[src/rtl/reaction_timer_ctrl.sv]
// Reaction-timer controller: lights an N_LEDS thermometer bar, hands off to the
// random-delay block, then times the player's button press in milliseconds.
module reaction_timer_ctrl #(
  parameter int N_LEDS    = 10,
  parameter int CNT_W     = 14,
  parameter int MAX_COUNT = 9999
) (
  input  logic              clk,
  input  logic              reset,
  input  logic              tick,
  input  logic              ms_tick,
  input  logic              trigger,
  input  logic              time_out,
  input  logic              reaction,
  output logic              en_lfsr,
  output logic              start_delay,
  output logic [N_LEDS-1:0] ledr,
  output logic [CNT_W-1:0]  reaction_ms,
  output logic [CNT_W-1:0]  best_ms,
  output logic              result_valid,
  output logic              false_start
);

  localparam int STEP_W = $clog2(N_LEDS + 1);
  localparam logic [STEP_W-1:0] LAST_STEP = STEP_W'(N_LEDS - 1);
  localparam logic [STEP_W-1:0] FULL_STEP = STEP_W'(N_LEDS);
  localparam logic [CNT_W-1:0]  MAX_CNT   = CNT_W'(MAX_COUNT);

  typedef enum logic [2:0] {
    S_IDLE  = 3'd0,
    S_LIGHT = 3'd1,
    S_DELAY = 3'd2,
    S_REACT = 3'd3,
    S_DONE  = 3'd4,
    S_FOUL  = 3'd5
  } state_t;

  state_t              state_q, state_d;
  logic [STEP_W-1:0]   step_q, step_d;
  logic [CNT_W-1:0]    ms_q, ms_d;
  logic [CNT_W-1:0]    best_q, best_d;
  logic                blink_q, blink_d;
  logic                reaction_q;
  logic                rise;
  logic [N_LEDS-1:0]   therm;
  logic [N_LEDS-1:0]   ledr_q, ledr_d;
  logic                start_delay_q, start_delay_d;
  logic                en_lfsr_q, en_lfsr_d;
  logic                result_valid_q, result_valid_d;
  logic                false_start_q, false_start_d;

  assign rise = reaction & ~reaction_q;

  // Bar fills from the MSB: bit gi is lit once step exceeds N_LEDS-1-gi.
  for (genvar gi = 0; gi < N_LEDS; gi++) begin : g_therm
    assign therm[gi] = (step_d > STEP_W'(N_LEDS - 1 - gi));
  end

  always_comb begin
    state_d       = state_q;
    step_d        = step_q;
    ms_d          = ms_q;
    best_d        = best_q;
    blink_d       = blink_q;
    start_delay_d = 1'b0;

    case (state_q)
      S_IDLE, S_DONE, S_FOUL: begin
        if (trigger) begin
          state_d = S_LIGHT;
          step_d  = '0;
          ms_d    = '0;
          blink_d = 1'b0;
        end else if (state_q == S_FOUL && tick) begin
          blink_d = ~blink_q;
        end
      end
      S_LIGHT: begin
        if (rise) begin
          state_d = S_FOUL;
          blink_d = 1'b0;
        end else if (tick) begin
          if (step_q == LAST_STEP) begin
            state_d       = S_DELAY;
            step_d        = FULL_STEP;
            start_delay_d = 1'b1;
          end else begin
            step_d = step_q + STEP_W'(1);
          end
        end
      end
      S_DELAY: begin
        if (rise) begin
          state_d = S_FOUL;
          blink_d = 1'b0;
        end else if (time_out) begin
          state_d = S_REACT;
          ms_d    = '0;
        end
      end
      S_REACT: begin
        // A press wins over a coincident ms_tick so the capture is the pre-increment count.
        if (rise) begin
          state_d = S_DONE;
          if (ms_q < best_q) best_d = ms_q;
        end else if (ms_tick && ms_q < MAX_CNT) begin
          ms_d = ms_q + CNT_W'(1);
        end
      end
      default: state_d = S_IDLE;
    endcase

    en_lfsr_d      = (state_d == S_IDLE) || (state_d == S_DONE) || (state_d == S_FOUL);
    result_valid_d = (state_d == S_DONE);
    false_start_d  = (state_d == S_FOUL);

    case (state_d)
      S_LIGHT: ledr_d = therm;
      S_DELAY: ledr_d = '1;
      S_FOUL:  ledr_d = blink_d ? '1 : '0;
      default: ledr_d = '0;
    endcase
  end

  always_ff @(posedge clk or posedge reset) begin
    if (reset) begin
      state_q        <= S_IDLE;
      step_q         <= '0;
      ms_q           <= '0;
      best_q         <= MAX_CNT;
      blink_q        <= 1'b0;
      reaction_q     <= 1'b0;
      ledr_q         <= '0;
      start_delay_q  <= 1'b0;
      en_lfsr_q      <= 1'b1;
      result_valid_q <= 1'b0;
      false_start_q  <= 1'b0;
    end else begin
      state_q        <= state_d;
      step_q         <= step_d;
      ms_q           <= ms_d;
      best_q         <= best_d;
      blink_q        <= blink_d;
      reaction_q     <= reaction;
      ledr_q         <= ledr_d;
      start_delay_q  <= start_delay_d;
      en_lfsr_q      <= en_lfsr_d;
      result_valid_q <= result_valid_d;
      false_start_q  <= false_start_d;
    end
  end

  assign en_lfsr      = en_lfsr_q;
  assign start_delay  = start_delay_q;
  assign ledr         = ledr_q;
  assign reaction_ms  = ms_q;
  assign best_ms      = best_q;
  assign result_valid = result_valid_q;
  assign false_start  = false_start_q;

endmodule

[config.mk]
export PLATFORM = sky130hd
export DESIGN_NAME = reaction_timer_ctrl
export DESIGN_NICKNAME = d
export VERILOG_FILES = /design/src/rtl/reaction_timer_ctrl.sv
export SDC_FILE = /design/constraint.sdc
export NUM_CORES = 1
export LEC_CHECK = 0
export CAP_MARGIN = 0
export CORE_ASPECT_RATIO = 0.9
export CORE_MARGIN = 2
export CORE_UTILIZATION = 53
export CTS_CLUSTER_DIAMETER = 150
export DETAILED_ROUTE_END_ITERATION = 16
export PLACE_DENSITY = 0.8
export SLEW_MARGIN = 20
export SYNTH_ARGS = -nofsm -noshare
export SYNTH_HDL_FRONTEND = slang
export SYNTH_SLANG_ARGS = --single-unit
[constraint.sdc]
create_clock -name clk -period 2.6 [get_ports clk]
set_input_delay 0.26 -clock clk [delete_from_list [all_inputs] [get_ports clk]]
set_output_delay 0.26 -clock clk [all_outputs]
set_load 0.005 [all_outputs]
==> results of run 1 <==
==> metrics by stage <==
stage | setup slack, ns | hold slack (ns) | setup TNS, ns
floorplan | 0.1998 | 0.2914 | 0
global placement | -0.02554 | 0.4978 | -0.02658
detailed placement | -0.08257 | 0.4928 | -0.1475
CTS | 0.1397 | 0.4337 | 0
global route | 0.01206 | 0.4556 | 0
finish | 0.2303 | 0.4401 | 0
==> layer usage <==
metal	up-vias	share of wire [%]	wire, µm	track usage, %
met2	44	51	2837	36.94
met3	7	4.1	231	4.950
li1	1080	-	-	-
met1	1073	44	2462	26.52
met4	0	1.3	73	6.968
met5	-	0	0	0
==> critical path, delay by kind of cell, from the launching register on <==
kind / cells / cell delay, ns
fa+ha+maj: 1 / 0.28
compound gates: 4 / 0.73
mux: 1 / 0.36
buf+inv: 2 / 0.29
simple gates: 1 / 0.05
flops: 1 / 0.55
==> area by class of cell <==
cell class / instances / share of cell area (%)
Clock buffer: 5 / 1.976
Multi-Input combinational cell: 183 / 38.95
Inverter: 25 / 2.695
Clock inverter: 3 / 0.5749
Tap cell: 67 / 2.407
Sequential cell: 51 / 37.01
Timing Repair Buffer: 60 / 16.39
==> placed cells by master, fill, tap and decap left out, types with 2 or more instances in the layout <==
| master | netlist | final |
|---|---|---|
| a211o_1 | 3 | 3 |
| a21o_1 | 4 | 4 |
| a21oi_1 | 11 | 11 |
| a21oi_2 | 2 | 2 |
| a31oi_1 | 4 | 4 |
| and3_1 | 4 | 4 |
| and3b_1 | 2 | 2 |
| buf_4 | 2 | 12 |
| clkbuf_8 | 0 | 5 |
| clkdlybuf4s50_1 | 0 | 48 |
| clkinvlp_4 | 0 | 2 |
| dfrtp_1 | 42 | 41 |
| dfstp_2 | 9 | 9 |
| ha_1 | 16 | 16 |
| inv_1 | 25 | 24 |
| mux2_2 | 13 | 13 |
| mux2i_1 | 2 | 2 |
| nand2_1 | 16 | 16 |
| nand2b_1 | 2 | 2 |
| nand3_1 | 11 | 11 |
| nand3b_1 | 2 | 2 |
| nand4_1 | 4 | 4 |
| nor2_1 | 17 | 17 |
| nor2b_1 | 5 | 5 |
| nor3_1 | 3 | 3 |
| nor3b_1 | 2 | 2 |
| nor4_1 | 2 | 2 |
| o21ai_0 | 11 | 11 |
| o21bai_1 | 2 | 2 |
| o31ai_1 | 4 | 4 |
| or3_1 | 4 | 4 |
| or4_1 | 2 | 2 |
| xor2_1 | 8 | 8 |
==> kinds of logic after synthesis <==
| logic type | after synthesis | share of synthesized area [%] |
|---|---|---|
| simple gates | 86 | 17.38 |
| buf+inv | 36 | 5.630 |
| compound gates | 58 | 15.42 |
| flops | 51 | 45.98 |
| mux | 15 | 5.943 |
| xor+xnor | 8 | 2.502 |
| fa+ha+maj | 16 | 7.149 |
==> state kept, by name (all words and copies together), names as in the netlist <==
name and count:
ledr 10, false_start 1, en_lfsr 1, state_q 3, start_delay 1, best_ms 14
result_valid 1, step_q 4, reaction_ms 14, reaction_q 1, blink_q 1
==> synth_stat cells (all sizes together) (5+ instances only) <==
| cell | n |
|---|---|
| dfstp | 9 |
| xor2 | 8 |
| o21ai | 12 |
| a21oi | 14 |
| o31ai | 5 |
| nand2 | 16 |
| inv | 25 |
| dfrtp | 42 |
| nor2 | 17 |
| buf | 9 |
| nor2b | 6 |
| nand3 | 12 |
| mux2 | 13 |
| ha | 16 |
==> timing repair <==
action                                  4_1_cts  5_1_grt
endpoints found under the setup margin        0        2
gates resized for setup                       0        2
buffers inserted                              0        0
==> power by group through the flow <==
stage	combinational, mW	clock, mW	sequential, mW
after floorplan	0.209	0	0.924
after global routing	0.446	0.495	0.930
after CTS	0.402	0.466	0.919
final	0.399	0.444	0.919
after detailed placement	0.399	0	0.931
after global placement	0.392	0	0.934
==> worst min path at each step <==
stage / startpoint / end / slack, ns / depth (start not counted)
final: reset / ledr[1] / 0.44 / 3
after global routing: reaction / reaction_q / 0.46 / 1
after CTS: reaction / reaction_q / 0.43 / 1
after detailed placement: best_ms[13] / best_ms[13] / 0.49 / 2
after global placement: best_ms[13] / best_ms[13] / 0.50 / 2
after floorplan: reaction / reaction_q / 0.29 / 0
==> results.md, run 1 <==
- Status: finished clean
- Synth area leader: dfrtp_1
- Max-Cap Viols: 0
- EDFF count, synth: 0
- Netlist cell types: 59
- Sequential cell area: 1289 µm²
- Final Critical Period: 2.370 ns
- GP Congestion: 0.8764
- Antenna-violating nets left: 0
- Mapped Area: 2800 µm²
- CP peak stage delay: 0.55 ns
- Starting DRT DRC Count: 111
- Critical-path cell list: inv_1 > ha_1 > nand2_1 > o21ai_0 > a31oi_1 > o31a_1 > o21ai_1 > buf_4 > mux2_2
- Placed instance count: 386
- Reg-to-Reg Start: best_ms[2]
- Flops & latches, synth: 51
- Fin area: 3482 µm²
- Sequential area share after synthesis: 45.98%
- Switching share of power: 27.68%
- R2R cell count: 9
- Yosys warns: 0
- Largest net degree at the start of global routing: 52
- Final Cycle Share: 91.14%
- Pwr per Cell Area: 506.1 nW/µm²
- Site row count: 25
- Synth top area cells: dfrtp_1, dfstp_2, ha_1
- DRC: 0
- DP HPWL: 4250 µm
- Slew headroom: 57.82%
- Internal power: 1.274 mW
- DR WL/cell: 14.22 µm
- CTS Buf Count: 5
- Diodes inserted: 0
- R2R Setup Slk: 0.23 ns
- Ys async rst share: 100.0%
- Vias in the first global route: 2117
- Unrepaired setup endpoints after global routing: no
- Actual slew at the worst max-slew pin: 0.6290 ns
- Final core occ: 67.47%
- Crit path from: best_ms[2]
- TritonCTS Sinks: 51
- Fillers: 409
- GRT Residual Overflow: 0
- CTS max path bufs: 2
- Worst EP arrival: 2.56 ns
- Slowest cell on crit path: dfstp_2
- Combinational Power Share: 22.6%
- Pins Over Slew Limit: 0
- Total GRT Usage: 21.35%
- # H-tree levels: 2
- Drt total wl: 5604 µm
- Clock skew: 0.006167 ns
- Syn nets: 293
- Worst IR drop on VDD: 0.5360 mV
- Critical path class: reg -> reg
- NetSw: 0.4878 mW
- DIE WIDTH: 80.62 µm
- Global-route wire length before repair: 9639 µm
- Syn_area_per_cell: 10.37 µm²
- Input/output buffers: 48
- Die H: 72.96 µm
- Ports: 49
- Cell count after synthesis: 270
- Max Fanout on Critical Path: 14
- Starting Density: 54.25%
- Initial antenna violation count: 0
- Worst R2R End: best_ms[12]
- Core area: 5161 µm²
- Clk_lat worst skew: 0.30 ns
- Critical path required time: 2.79 ns
- Setup violations, final: 0
- Area share of the largest cell type after synthesis: 37.53%
- CTS tree: done
- Top_reg_cell synth: dfrtp_1
- Placed Area: 3391 µm²
- Fmax: 422.0 MHz
- Final Non-Filler Cells: 394
- Clk pwr share: 25.2%
- Final net count: 349
- CP endpoint: best_ms[12]
- Drt pass-1 iters: 4
- Sequential share of power: 52.1%
- Total Power: 1.762 mW
- Clock Tree Root: clkbuf_8
- Area delta synth->final: 24.35%
- Fraction of layout cells with a size suffix above 1: 17.43%
- Final hold vios: 0
- Die area: 5882 µm²
- Startpoint types: flop
- Critical path endpoint category: flop
- Hold crit path type: in -> async
- Clk pin slew, worst setup/hold paths: 0.09 ns
- Vias per cell: 5.594
- Leakage: 1.601 nW
- Hold_buf cts: 0
- Vias: 2204
- Area of the multi-input gates: 1356 µm²
No activity file was read; power rests on OpenSTA's default activity.
==> run 2, diff against run 1 <==
--- a/config.mk
+++ b/config.mk
@@ -7,9 +7,9 @@
 export LEC_CHECK = 0
 export CAP_MARGIN = 0
-export CORE_ASPECT_RATIO = 0.9
 export CORE_MARGIN = 2
 export CORE_UTILIZATION = 53
 export CTS_CLUSTER_DIAMETER = 150
 export DETAILED_ROUTE_END_ITERATION = 16
+export GPL_ROUTABILITY_DRIVEN = 0
 export PLACE_DENSITY = 0.8
 export SLEW_MARGIN = 20
==> constraint.sdc (replaced) <==
create_clock -name clk -period 2.6 [get_ports clk]
set_input_delay 0.78 -clock clk [delete_from_list [all_inputs] [get_ports clk]]
set_output_delay 0.78 -clock clk [all_outputs]
set_load 0.005 [all_outputs]
==> results.md, run 2 (synthesis gave the netlist of run 1 again) <==
- Unrepaired setup endpoints after global routing: yes
- Placed Area: 3587 µm²
- Area delta synth->final: 33.02%
- Critical path class: in -> reg
- Commonest non-fill, non-tap cell in the layout: clkdlybuf4s50_1
- Vias: 2366
- Vias in the first global route: 2293
- Setup violations, final: 0
- CTS Buf Count: 5
- Clk_lat worst skew: 0.30 ns
- Worst EP arrival: 2.74 ns
- Die area: 5881 µm²
- Slew headroom: 65.69%
- Drt total wl: 6380 µm
- Hold crit path type: reg -> reg
- Pwr per Cell Area: 509.0 nW/µm²
- Final hold vios: 0
- Antenna-violating nets left: 0
- DRC: 0
- Input/output buffers: 48
- Placed instance count: 413
- Final core occ: 72.93%
- Startpoint types: input port
- Critical path required time: 2.78 ns
- Actual slew at the worst max-slew pin: 0.5104 ns
- GRT Residual Overflow: 0
- Hold_buf cts: 0
- Final net count: 374
- Fraction of layout cells with a size suffix above 1: 23.86%
- CTS tree: done
- Die H: 76.69 µm
- Most frequent cells in the layout: clkdlybuf4s50_1, dfrtp_1, buf_4
- Core area: 5107 µm²
- Total GRT Usage: 22.50%
- Starting DRT DRC Count: 134
- Clk pin slew, worst setup/hold paths: 0.10 ns
- DR WL/cell: 15.12 µm
- TritonCTS Sinks: 51
- Max Fanout on Critical Path: 7
- Final Critical Period: 2.555 ns
- Diodes inserted: 0
- Worst IR drop on VDD: 0.6198 mV
- DIE WIDTH: 76.69 µm
- Clock skew: 0.008691 ns
- DP HPWL: 4711 µm
- Fin area: 3725 µm²
- Clock Tree Root: clkbuf_8
- Vias per cell: 5.607
- Critical path endpoint category: flop
- # H-tree levels: 2
- Starting Density: 54.83%
- CTS max path bufs: 2
- Leakage: 1.763 nW
- Ports: 49
- Place WS: -0.5221 ns
- Final Non-Filler Cells: 422
- Fillers: 391
- Final Cycle Share: 98.26%
- Hold slack: 0.5240 ns
- Site row count: 26
- Max-Cap Viols: 0
- Largest net degree at the start of global routing: 52
- Setup ws final: 0.04518 ns
- Pins Over Slew Limit: 0
- Drt pass-1 iters: 4
- Initial antenna violation count: 0
- Fmax: 391.4 MHz
- Global-route wire length before repair: 10740 µm
- Status: finished clean
run 2: cell count changes in the layout (fill, tap and decap cells not counted), moves of 2 or more:
cell / change
buf_4: +23
dlymetal6s2s_1: +2
clkbuf_8: +2
clkdlybuf4s50_1: -2
run 2: stage by stage:
step	TNS (ns)	power (mW)
2_1_floorplan	0	1.133
3_3_place_gp	-5.400	1.374
3_5_place_dp	-6.233	1.389
4_1_cts	0	1.906
5_1_grt	-0.02349	1.985
6_report	0	1.896
run 2: final cells by class:
cell class | instances | area, µm² | area share, %
flip-flops and latches | 51 | 1287 | 34.56
repair buffers | 85 | 779.5 | 20.93
inverters | 25 | 93.84 | 2.519
well taps | 70 | 87.58 | 2.351
clock buffers | 7 | 96.34 | 2.586
multi-input cells | 183 | 1373 | 36.85
clock inverters | 1 | 7.507 | 0.2015
run 2: worst paths after layout:
kind	startpoint	to	slack, ns	cells past startpoint
max	reaction	ledr[8]	0.05	7
max reg2reg	best_ms[2]	best_ms[5]	0.22	9
min reg2reg	best_ms[13]	best_ms[13]	0.52	2
max in group asynchronous	reset	best_ms[0]	1.48	3
min	best_ms[13]	best_ms[13]	0.52	2
min in group asynchronous	reset	ledr[4]	0.82	3
run 2: what timing repair did:
item,4_1_cts,5_1_grt
gates resized for setup,3,7
setup buffers,0,1
endpoints found under the setup margin,6,24
pin swaps,0,3
run 2: metal layers:
layer / GRT usage (%) / wire length [µm] / up-vias
li1: - / - / 1124
met4: 7.455 / 108 / 0
met3: 3.412 / 166 / 12
met5: 0 / 0 / -
met1: 26.40 / 2630 / 1180
met2: 41.75 / 3475 / 50
run 2: where the power goes:
part           leakage (nW)  switching (mW)  total, mW  internal (mW)
logic                  1.06           0.207      0.470          0.263
clock network        0.0505           0.263      0.506          0.243
registers             0.650          0.0515      0.920          0.868
run 2: critical path, stage by stage:
cell	delay [ns]
clkdlybuf4s50_1	0.52
nor2b_4	0.23
nor4_1	0.08
a211o_1	0.30
or4b_4	0.53
a21oi_4	0.18
o31ai_1	0.11
==> RTL change 1, RTL diff (config.mk and constraints of run 1) <==
Set the parameter `CNT_W` to 28 (it was 14).
--- a/src/rtl/reaction_timer_ctrl.sv
+++ b/src/rtl/reaction_timer_ctrl.sv
@@ -2,7 +2,7 @@
 // random-delay block, then times the player's button press in milliseconds.
 module reaction_timer_ctrl #(
   parameter int N_LEDS    = 10,
-  parameter int CNT_W     = 14,
+  parameter int CNT_W     = 28,
   parameter int MAX_COUNT = 9999
 ) (
   input  logic              clk,
Interface: changed (resized best_ms and reaction_ms); port bits go from 49 to 77. The function was not compared with the original's and may differ.
==> RTL change 1 against run 1 <==
Routed wire length is 66% higher; first-iteration DRC count is 11% higher; worst setup slack worse by 0.098 ns; total power is 62% higher; synthesized cell count is 43% higher; highest routed layer unchanged; critical endpoint is now best_ms[27]; design area is 51% higher; sequential cell count is 28 higher; area after synthesis is 47% higher.
==> RTL change 1: results (changes against run 1) <==
metric	value	unit	change
status	finished clean		
pwr-share-comb	20.2	%	-2.4 points
initialDrtViolationCount	123		+11%
fin_skew	0.0116	ns	+0.00547 ns
track_usage	22.8	%	+1.5 points
yosysSeqAreaShare	48.3	%	+2.3 points
synth_common_cells	dfrtp_1, inv_1, ha_1		
irDropWorstVdd	488	µV	-8.9%
synth.area.top_cells	dfrtp_1, ha_1, mux2_2		
hpwl	6900	µm	+62%
place_congestion	0.878		+0.22%
cp_data_arrival_time	2.69	ns	+0.13 ns
syn_nets	422		+44%
power.share.clock	30.2	%	+5.0 points
dp.cells	565		+46%
clk_latency	0.34	ns	+0.04 ns
fin_cells	580		+47%
crit_fanout	16		+2
synth_cell_types	58		-1.7%
drive_gt1_share	16.5	%	-0.90 points
first_global_vias	3184		+50%
nets	517		+48%
cts_buffers	9		+4
cellPowerDensity	541	mW/mm²	+6.9%
port_buffers	76		+58%
netSwitchingFraction	27.7	%	about the same
pre_cts_ws	0.0950	ns	+0.178 ns
wirelength	9310	µm	+66%
-- RTL change 1: layer usage --
metal	vias to the layer above	global-route usage [%]	wire (µm)
met3	18	4.47	394
met1	1604	31.2	4300
li1	1544	-	-
met2	90	37.5	4460
met5	-	0	0
met4	0	7.30	162
-- RTL change 1: path summary, 6_finish.rpt --
check                                 from         endpoint  slack (ns)  depth (start not counted)
worst max-delay path            best_ms[1]      best_ms[27]        0.13                          8
worst min-delay path                 reset      best_ms[25]        0.30                          3
worst max register to register  best_ms[1]      best_ms[27]        0.13                          8
worst min register to register  best_ms[8]       best_ms[8]        0.51                          2
max in group asynchronous            reset  reaction_ms[27]        1.73                          3
min in group clk                  reaction       reaction_q        0.43                          1
-- RTL change 1: area by class of cell --
class,instances,share of cell area [%]
Sequential cell,79,37.7
Multi-Input combinational cell,254,36.6
Timing Repair Buffer,94,17.0
Inverter,42,2.99
Clock buffer,11,2.49
Tap cell,96,2.28
Clock inverter,4,0.902
-- RTL change 1: cells by family (layout without fill, tap and decap cells) --
| kind of cell | Yosys count | count (layout) | share of synthesized area (%) |
|---|---|---|---|
| XOR/XNOR | 10 | 10 | 2.13 |
| multiplexers | 30 | 30 | 8.09 |
| AND/OR/NAND/NOR | 117 | 117 | 15.7 |
| AO/OA/AOI/OAI | 67 | 67 | 11.6 |
| buffers and inverters | 52 | 151 | 5.05 |
| adder cells (fa/ha/maj) | 30 | 30 | 9.12 |
| flip-flops | 79 | 79 | 48.3 |
-- RTL change 1: stage by stage --
| step | TNS (ns) | util, % |
|---|---|---|
| after floorplan | 0 | - |
| after global placement | 0 | 67.4 |
| after detailed placement | 0 | 67.4 |
| after CTS | 0 | 69.7 |
| after global routing | -0.547 | 69.8 |
| final | 0 | 69.8 |
==> RTL change 2, RTL diff (settings of run 1) <==
Made on the original files. Register the output `ledr` once more, cleared by the reset; this adds one clock of latency there. The other outputs are not delayed to match.
--- a/src/rtl/reaction_timer_ctrl.sv
+++ b/src/rtl/reaction_timer_ctrl.sv
@@ -152,7 +152,13 @@
 
   assign en_lfsr      = en_lfsr_q;
   assign start_delay  = start_delay_q;
-  assign ledr         = ledr_q;
+  always_ff @(posedge clk or posedge reset) begin
+    if (reset) begin
+      ledr <= '0;
+    end else begin
+      ledr <= ledr_q;
+    end
+  end
   assign reaction_ms  = ms_q;
   assign best_ms      = best_q;
   assign result_valid = result_valid_q;
Behaviour: not the same (Yosys sat finds a counterexample within 4 cycles, from zero or initial values and one cycle with reset high).
==> RTL change 2 against run 1 <==
Total power rose by 45%; hold slack got worse by 0.12 ns; routed wire length rose by 11%; first-iteration DRC count rose by 13%; design area rose by 12%; critical path depth fell by 1; area after synthesis rose by 8.9%; count of clock-buffer cells in the layout rose by 4; sequential cell count rose by 10; worst setup slack got worse by 0.052 ns; critical path type unchanged; highest routed layer unchanged.
==> RTL change 2: results (changes against run 1) <==
metric	value	unit	change
fin_skew	0.00993	ns	+0.00376 ns
yosysWarnings	0		unchanged
synth_cell_types	57		-3.4%
wirelength	6200	µm	+11%
hpwl	4430	µm	+4.1%
num-fill-cells	427		+4.4%
top_layer_used	met4		
first_global_vias	2282		+7.8%
avgViaCountPerCell	5.47		-2.2%
met1Wirelength	2770	µm	+13%
wl_met3	239	µm	+3.5%
place_congestion	0.801		-8.6%
syn_nets	296		+1.0%
worst_slack	0.179	ns	-0.0518 ns
cp_data_arrival_time	2.65	ns	+0.09 ns
dp.cells	396		+2.6%
pre_cts_ws	0.146	ns	+0.229 ns
htreeDepth	3		+1
timing.rr.start	best_ms[13]		
power.leakage	1.74	nW	+8.5%
drive_gt1_share	18.7	%	+1.3 points
clk_latency	0.35	ns	+0.05 ns
irDropWorstVdd	591	µV	+10%
max_slew_margin	57.3	%	-0.50 points
grt_max_degree	33		-37%
use_met2	35.1	%	-1.8 points
clockBufferDepth	2		unchanged
cts_buffers	9		+4
synth_common_cells	dfrtp_1, inv_1, nand2_1		
initialDrtViolationCount	125		+13%
track_usage	21.0	%	-0.33 points
post_cts_resized	0		unchanged
grt_pass1_wl	10700	µm	+11%
grt_use_met3	5.77	%	+0.82 points
crit_fanout	7		-7
use_met1	26.5	%	about the same
nets	360		+3.2%
status	finished clean		
hold_path_class	in2async		
wl_met2	3080	µm	+8.5%
synth.area.top_cells	dfrtp_1, dfstp_2, ha_1		
place_area	0.00366	mm²	+7.8%
[RTL change 2: cell count changes after synthesis, sizes merged, moves of 4 or more]
cell / before / now
nand2: 16 / 20
dfrtp: 42 / 52
inv: 25 / 29
a21oi: 14 / 9
nor3: 3 / 7
o21ai: 12 / 8
[RTL change 2: worst max-delay path, delay by kind of cell (launching register included)]
family          cells  cell delay (ns)
simple gates        2             0.37
flops               1             0.56
buf+inv             2             0.24
compound gates      2             0.48
mux                 1             0.34
fa+ha+maj           1             0.31
[RTL change 2: cell families after synthesis]
kind of cell    count (synthesis)  synth area share, %
simple gates                   85                 15.3
fa+ha+maj                      16                 6.57
xor+xnor                       10                 2.87
mux                            14                 6.24
flops                          61                 50.4
buf+inv                        37                 5.91
compound gates                 50                 12.6
[RTL change 2: path summary, 6_finish.rpt]
path | end | slack, ns | depth (start not counted)
worst max-delay path | best_ms[11] | 0.18 | 8
worst min-delay path | reaction_q | 0.32 | 2
worst max register to register | best_ms[11] | 0.18 | 8
worst min register to register | ledr[3] | 0.35 | 0
max in group asynchronous | en_lfsr | 1.63 | 3
min in group clk | ledr[3] | 0.35 | 0
[RTL change 2: cell type report]
| type | count | area [µm²] | area share, % |
|---|---|---|---|
| clock buffers | 9 | 124 | 3.19 |
| clock inverters | 7 | 104 | 2.67 |
| inverters | 29 | 109 | 2.80 |
| multi-input cells | 175 | 1330 | 34.3 |
| flip-flops and latches | 61 | 1540 | 39.6 |
| well taps | 70 | 87.6 | 2.26 |
| repair buffers | 61 | 591 | 15.2 |
[RTL change 2: power by group]
group	leakage [nW]	switching, mW	internal [mW]
sequential	0.779	0.0685	1.09
clock	0.115	0.407	0.552
combinational	0.842	0.224	0.211
